[src/rtl/irq_ctrl_pkg.sv]
// irq_ctrl_pkg: register map constants and shared types
// for the board interrupt controller.
package irq_ctrl_pkg;

  localparam logic [1:0] REG_IE   = 2'd0;
  localparam logic [1:0] REG_IP   = 2'd1;
  localparam logic [1:0] REG_TYPE = 2'd2;
  localparam logic [1:0] REG_POL  = 2'd3;

  localparam int BANK_STRIDE = 4;
  localparam int MAX_INTS    = 16;

  typedef enum logic {
    ARMING = 1'b0,
    RUN    = 1'b1
  } arm_state_e;

  function automatic int num_banks(input int n);
    return (n + 7) / 8;
  endfunction

endpackage

[src/rtl/irq_ctrl_chan.sv]
// irq_ctrl_chan: one interrupt channel with synchroniser,
// event detect and a set-over-clear pending bit.
module irq_ctrl_chan #(
  parameter int SYNC_STAGES = 2
) (
  input  logic clk,
  input  logic rst_n,
  input  logic int_i,
  input  logic edge_i,
  input  logic pol_i,
  input  logic en_i,
  input  logic clr_i,
  output logic ip_o
);

  logic s;
  logic p_q;
  logic ev;
  logic ip_q;
  logic ip_d;

  if (SYNC_STAGES == 0) begin : g_nosync
    assign s = int_i;
  end else begin : g_sync
    logic [SYNC_STAGES-1:0] sync_q;

    // Shift the raw source through the synchroniser chain
    always_ff @(posedge clk or negedge rst_n) begin
      if (!rst_n) begin
        sync_q <= '0;
      end else begin
        sync_q[0] <= int_i;
        for (int i = 1; i < SYNC_STAGES; i++) begin
          sync_q[i] <= sync_q[i-1];
        end
      end
    end

    assign s = sync_q[SYNC_STAGES-1];
  end

  // Edges compare raw s/p; level matches s to POL each cycle
  always_comb begin
    ev = 1'b0;
    unique case (1'b1)
      edge_i && pol_i:  ev = s & ~p_q;
      edge_i && !pol_i: ev = ~s & p_q;
      default:          ev = (s == pol_i);
    endcase
    ip_d = (en_i & ev) | (ip_q & ~clr_i);
  end

  // Delayed copy of s and the pending bit
  always_ff @(posedge clk or negedge rst_n) begin
    if (!rst_n) begin
      p_q  <= 1'b0;
      ip_q <= 1'b0;
    end else begin
      p_q  <= s;
      ip_q <= ip_d;
    end
  end

  assign ip_o = ip_q;

endmodule

[src/rtl/irq_ctrl.sv]
// irq_ctrl: up to 16 edge/level interrupt sources, W1C
// pending bits and a registered maskable irq on the CSR bus.
module irq_ctrl
  import irq_ctrl_pkg::*;
#(
  parameter logic [4:0]          BASE_ADDR   = 5'h1c,
  parameter int                  NUM_INTS    = 8,
  parameter int                  SYNC_STAGES = 2,
  parameter logic [NUM_INTS-1:0] DFL_IE      = '0,
  parameter logic [NUM_INTS-1:0] DFL_TYPE    = '1,
  parameter logic [NUM_INTS-1:0] DFL_POL     = '0
) (
  input  logic                clk,
  input  logic                rst_n,
  input  logic [4:0]          csr_a,
  input  logic [7:0]          csr_di,
  input  logic                csr_we,
  output logic [7:0]          csr_do,
  input  logic [NUM_INTS-1:0] int_i,
  output logic                irq
);

  localparam int NB  = num_banks(NUM_INTS);
  localparam int BSH = $clog2(BANK_STRIDE);
  localparam int BW  = 5 - BSH;
  localparam logic [BW-1:0] NBV = BW'(NB);
  localparam logic [2:0] ARM_LAST = 3'(SYNC_STAGES + 1);

  logic [4:0]          off;
  logic [BW-1:0]       bank;
  logic [BSH-1:0]      rsel;
  logic                hit;
  logic [NUM_INTS-1:0] ie_q, ie_d;
  logic [NUM_INTS-1:0] ty_q, ty_d;
  logic [NUM_INTS-1:0] po_q, po_d;
  logic [NUM_INTS-1:0] clr;
  logic [NUM_INTS-1:0] ip;
  arm_state_e          state_q, state_d;
  logic [2:0]          cnt_q, cnt_d;
  logic                run;
  logic                irq_q;

  assign off  = csr_a - BASE_ADDR;
  assign bank = off[4:BSH];
  assign rsel = off[BSH-1:0];
  assign hit  = (bank < NBV);

  // CSR writes: config updates and W1C strobes per channel
  always_comb begin
    ie_d = ie_q;
    ty_d = ty_q;
    po_d = po_q;
    clr  = '0;
    for (int i = 0; i < NUM_INTS; i++) begin
      if (csr_we && hit && bank == BW'(i / 8)) begin
        unique case (rsel)
          REG_IE:   ie_d[i] = csr_di[i % 8];
          REG_IP:   clr[i]  = csr_di[i % 8];
          REG_TYPE: ty_d[i] = csr_di[i % 8];
          REG_POL:  po_d[i] = csr_di[i % 8];
        endcase
      end
    end
  end

  // Read mux; unowned addresses and unused bits read 0
  always_comb begin
    csr_do = '0;
    for (int i = 0; i < NUM_INTS; i++) begin
      if (hit && bank == BW'(i / 8)) begin
        unique case (rsel)
          REG_IE:   csr_do[i % 8] = ie_q[i];
          REG_IP:   csr_do[i % 8] = ip[i];
          REG_TYPE: csr_do[i % 8] = ty_q[i];
          REG_POL:  csr_do[i % 8] = po_q[i];
        endcase
      end
    end
  end

  // Configuration registers
  always_ff @(posedge clk or negedge rst_n) begin
    if (!rst_n) begin
      ie_q <= DFL_IE;
      ty_q <= DFL_TYPE;
      po_q <= DFL_POL;
    end else begin
      ie_q <= ie_d;
      ty_q <= ty_d;
      po_q <= po_d;
    end
  end

  // Arming state and counter registers
  always_ff @(posedge clk or negedge rst_n) begin
    if (!rst_n) begin
      state_q <= ARMING;
      cnt_q   <= '0;
    end else begin
      state_q <= state_d;
      cnt_q   <= cnt_d;
    end
  end

  // Hold events off until the synchroniser has filled
  always_comb begin
    state_d = state_q;
    cnt_d   = cnt_q;
    unique case (state_q)
      ARMING: begin
        if (cnt_q == ARM_LAST) begin
          state_d = RUN;
        end else begin
          cnt_d = cnt_q + 3'd1;
        end
      end
      RUN: ;
    endcase
  end

  assign run = (state_q == RUN);

  for (genvar g = 0; g < NUM_INTS; g++) begin : g_chan
    irq_ctrl_chan #(
      .SYNC_STAGES(SYNC_STAGES)
    ) u_chan (
      .clk   (clk),
      .rst_n (rst_n),
      .int_i (int_i[g]),
      .edge_i(ty_q[g]),
      .pol_i (po_q[g]),
      .en_i  (run),
      .clr_i (clr[g]),
      .ip_o  (ip[g])
    );
  end

  // Registered request from enabled pending bits
  always_ff @(posedge clk or negedge rst_n) begin
    if (!rst_n) begin
      irq_q <= 1'b0;
    end else begin
      irq_q <= |(ip & ie_q);
    end
  end

  assign irq = irq_q;

endmodule

[config.mk]
export PLATFORM = sky130hd
export DESIGN_NAME = irq_ctrl
export DESIGN_NICKNAME = d
export VERILOG_FILES = /design/src/rtl/irq_ctrl_pkg.sv /design/src/rtl/irq_ctrl_chan.sv /design/src/rtl/irq_ctrl.sv
export SDC_FILE = /design/constraint.sdc
export NUM_CORES = 1
export LEC_CHECK = 0
export BUFFER_PORTS_ARGS = -buffer_cell sky130_fd_sc_hd__buf_2
export CORE_MARGIN = 2
export CORE_UTILIZATION = 57
export DETAILED_ROUTE_END_ITERATION = 8
export PLACE_DENSITY = 0.87
export SLEW_MARGIN = 20
export SYNTH_ARGS = -nofsm -noshare
export SYNTH_HDL_FRONTEND = slang
export SYNTH_SLANG_ARGS = --single-unit
[constraint.sdc]
create_clock -name clk -period 1.9 [get_ports clk]
set_input_delay 0.38 -clock clk [delete_from_list [all_inputs] [get_ports clk]]
set_output_delay 0.38 -clock clk [all_outputs]
set_load 0.05 [all_outputs]
Word level (Yosys, flattened, before mapping) --
Cells that the tools add are included.
Operators by class: multiplexer cells 42, reductions and logical operators 34, bitwise logic cells 67, equality and inequality tests 12, order comparisons 1, div/mod/pow operators 0, shifts and indexed selects 0, multiply operators 0, add/sub/neg operators 2
Operators with widths (count):
- bitwise AND 1 bit | 32
- case mux 1 bit (4 select lines) | 8
- two-way mux 1 bit | 26
- NOT 1 bit | 26
- logical AND 1 bit | 19
- case mux 1 bit (2 select lines) | 8
- bitwise AND 8 bit | 1
- equality test 1 bit | 8
- logical NOT 1 bit | 8
- OR 1 bit | 8
- AND reduction 2 bit | 4
- OR reduction 8 bit | 1
- subtractor 5 bit, second input constant | 1
- equality test 2 bit, second input constant | 2
- adder 3 x 1 -> 3 bit, second input constant | 1
- equality test 3 x 2 -> 1 bit, second input constant | 1
- logical NOT 3 bit | 1
- < comparator 3 x 1 -> 1 bit, second input constant | 1
- equality test 2 x 1 -> 1 bit, second input constant | 1
- logical NOT 2 bit | 1
Word-level totals: memories 0, RAM bits 0, input bits 24, bits in read-only memories 0, latch bits 0, register bits after elaboration 61

Longest topological paths before layout --
word-level depth 8, mapped depth 5

Modules after synthesis --
A second synthesis with hierarchy kept.
Unflattened totals: cell total of the unflattened synthesis 180, area, all modules 2651.3 um^2
By module, submodules not included:
- irq_ctrl | area an instance 1570.3 um^2, cells an instance 108, times used 1
- irq_ctrl_chan | area an instance 135.1 um^2, cells an instance 9, times used 8

Worst setup path after synthesis --
Ideal clock, no wire load.
path type in2out, start input csr_a[2], end output csr_do[0], arrival 2.019 ns, path slack -0.499 ns, path buffers 1, data required time 1.520 ns, stages 5, cell sequence ha_1 -> nand3b_4 -> or2_2 -> clkbuf_1 -> nor2b_1
Between the ends: word-level cells in the longest chain between the ends 4, elaborated cells on any way between the ends 5
Ends and longest elaborated chain:
- from (decl) | line irq_ctrl.sv:15 | input logic [4:0] csr_a,
- subtractor 5 bit (*) | line irq_ctrl.sv:43 | assign off = csr_a - BASE_ADDR;
- < comparator 3 x 1 -> 1 bit or logical NOT 3 bit (tied branches) | line irq_ctrl.sv:46, irq_ctrl.sv:70
- logical AND 1 bit (*) | line irq_ctrl.sv:70 | if (hit && bank == BW'(i / 8)) begin
- two-way mux 1 bit (*) | line irq_ctrl.sv:70
- to (decl) | line irq_ctrl.sv:18 | output logic [7:0] csr_do,
Every way passes the cells marked *; elsewhere a longest branch is shown, timed or not.

Final worst setup path --
start input csr_a[3], end output csr_do[1]
The elaborated chain is that of the path after synthesis.

==> run_results.csv <==
group,metric,value,unit
outcome,outcome,"finished, violations left",
outcome,violations,"negative setup slack",
setup_path,end_kind,"output pin",
setup_path,path_class,"in2out",
clocking,holdBufCountCts,0,
job,drv_cap,0,
pwr,p_per_area,894,nW/um2
cells_and_area,diodes,0,
synthesis,syn-mean-instance-area,14.7,um2
synthesis,synth-edff-count,0,
floorplan,die_y,72.4,um
floorplan,die_area,5240,um2
synthesis,yosys_warnings,0,
cells_and_area,drive_gt1_frac,0.535,
sta,relSlewSlack,0.694,
synthesis,synth_largest_area_cell,"dfrtp_1",
route,ant_nets,0,
cells_and_area,area_delta_synth_final,31.5,%
sta,fin_skew,0.0115,ns
synthesis,postSynthCellCount,181,
floorplan,die_w,72.4,um
sta,layout_setup_ws,-0.0204,ns
sta,tightest_slew,0.460,ns
synthesis,syn-cell-area,2670,um2
min_path,min_path_type,"in2async",
synthesis,netlist_top_cells_count,"dfrtp_1 (53), mux2_2 (25), nor2b_1 (16)",
clocking,cts_buffers,9,
route,first_pass_iters,4,
synthesis,ys_seq_area_frac,0.576,
global_routing,grt_antenna_before_repair,0,
global_routing,grt_use_met3,0.0903,
placed_design,gp_congestion,0.763,
clocking,insertion_delay,0.33,ns
synthesis,ys_seq_elements,61,
cells_and_area,finalNonFillerCells,308,
pwr,max-vdd-ir-drop,0.841,mV
floorplan,pin_count,33,
clocking,cts_tree,"done",
global_routing,track_usage,0.246,
clocking,root_buffer,"clkbuf_8",
setup_path,worstPathArrival,1.54,ns
placed_design,post-place-cells,276,
synthesis,yosysMostFrequentCell,"dfrtp_1",
pwr,leakage,1.55,nW
clocking,clock_sinks,61,
route,drt_iter0_drc,120,
synthesis,synthTopCellsByArea,"dfrtp_1 (50%), mux2_2 (11%), dfstp_2 (7.9%)",
synthesis,ys_async_sr_fraction,1.00,
sta,post-route-period-util,1.01,
route,vias,1779,
global_routing,grt_use_met1,0.306,
global_routing,grtUsageMet2,0.400,
clocking,cts_max_path_buffers,2,
floorplan,core-area,4440,um2
setup_path,critical_path_required,1.52,ns
global_routing,gr-total-overflow,0,
synthesis,synth_top_area_share,0.497,
global_routing,top_usage_layer,"met2",
clocking,htree_levels,3,
global_routing,grt_start_max_net_pins,62,
placed_design,hpwl,3510,um
sta,slew_viol_final,0,
global_routing,first_global_vias,1909,
cells_and_area,final_util,0.789,
floorplan,num_rows,24,
route,drc,0,
sta,rsz0062_at_grt,"yes",
synthesis,syn-num-nets,209,
placed_design,pre_cts_ws,-0.138,ns
route,avgRoutedWirePerCell,18.3,um
sta,layout_min_cycle_time,1.92,ns
sta,hold_viol,0,
floorplan,start_util,0.600,
synthesis,synth-main-ff-cell,"dfrtp_1",
sta,setup_violations,8,
route,routed_wl,5630,um
setup_path,start_kind,"primary input",
clocking,path_clk_slew,0.07,ns
synthesis,synth.distinct_cells,30,
global_routing,grt_pass1_wl,9290,um
sta,max_clock_freq,0.521,GHz
placed_design,portBuffers,32,
setup_path,cp_max_fo,8,
cells_and_area,final_nets,279,
route,viasPerCell,5.78,
pwr,total_power,0.00314,W
==> registers in the layout (all words and copies together) (netlist names) <==
signal and count:
ie_q 8, irq 1, g_chan.u_chan.p_q 8, ty_q 8, run 1, g_chan.u_chan.ip_o 8
po_q 8, g_chan.u_chan.g_sync.sync_q 16, cnt_q 3
==> repair_timing <==
| item | 4_1_cts | 5_1_grt |
|---|---|---|
| pin swaps | 3 | 2 |
| resized for setup | 20 | 3 |
| setup buffers | 10 | 6 |
| setup endpoints to repair | 8 | 8 |
==> worst max-delay path: stages <==
cell,delay (ns)
buf_8,0.11
ha_4,0.22
nand3b_4,0.15
or2_4,0.37
nor2b_4,0.15
buf_6,0.16
==> power by group <==
part	leakage (nW)	total (W)	internal (W)	switching [W]
sequential	0.702	0.00145	0.00140	0.0000535
clock	0.116	0.00128	0.000806	0.000478
combinational	0.732	0.000400	0.000210	0.000189
total	1.55	0.00314	0.00242	0.000721
==> cells in the final DEF (no fill, tap or decap), types with 2 or more instances in the layout <==
cell,count
a21boi_0,8
a221o_1,7
a22o_1,8
a22oi_1,4
buf_2,22
buf_4,31
buf_6,8
buf_8,2
bufinv_16,2
clkbuf_8,11
clkinv_2,2
dfrtp_1,53
dfstp_2,8
ha_1,2
ha_4,2
inv_1,2
mux2_2,25
mux4_2,8
nand2b_1,9
nor2_1,10
nor2b_1,8
nor2b_4,8
nor4_4,2
==> worst paths after layout <==
path	from	end	slack (ns)	depth (start not counted)
setup / recovery	csr_a[3]	csr_do[1]	-0.02	6
hold / removal	rst_n	ie_q[6]$_DFFE_PN0P_	0.05	2
setup reg to reg	cnt_q[0]$_DFFE_PN0P_	cnt_q[1]$_DFFE_PN0P_	0.50	4
hold reg to reg	g_chan[6].u_chan.g_sync.sync_q[0]$_DFF_PN0_	g_chan[6].u_chan.g_sync.sync_q[1]$_DFF_PN0_	0.35	0
max in group asynchronous	rst_n	ty_q[1]$_DFFE_PN1P_	1.55	2
min in group clk	int_i[4]	g_chan[4].u_chan.g_sync.sync_q[0]$_DFF_PN0_	0.15	1
==> routing by layer <==
layer,up-vias,share of wire
li1,807,-
met1,914,0.41
met2,52,0.52
met3,6,0.056
met4,0,0.012
met5,-,0
==> logic make-up after synthesis <==
logic type	synth area share
simple gates	0.115
xor+xnor	0.00939
buf+inv	0.0145
mux	0.173
fa+ha+maj	0.0188
compound gates	0.0924
flops	0.576
==> cell type report <==
cell class / instances / area, um2
flip-flops and latches: 61 / 1540
multi-input cells: 113 / 1190
fillers: 255 / 937
repair buffers: 64 / 483
clock buffers: 12 / 155
clock inverters: 4 / 70.1
well taps: 52 / 65.1
inverters: 2 / 7.51
==> stage by stage <==
stage                     area, um2   TNS, ns  hold WS [ns]
after global placement         3080     -2.46         0.331
after floorplan                2780   -0.0945        0.0844
after detailed placement       3080     -3.74         0.335
final                          3510   -0.0619        0.0475
after global routing           3510    -0.288        0.0620
after CTS                      3450  -0.00151        0.0468
(Power assumes the default switching activity.)
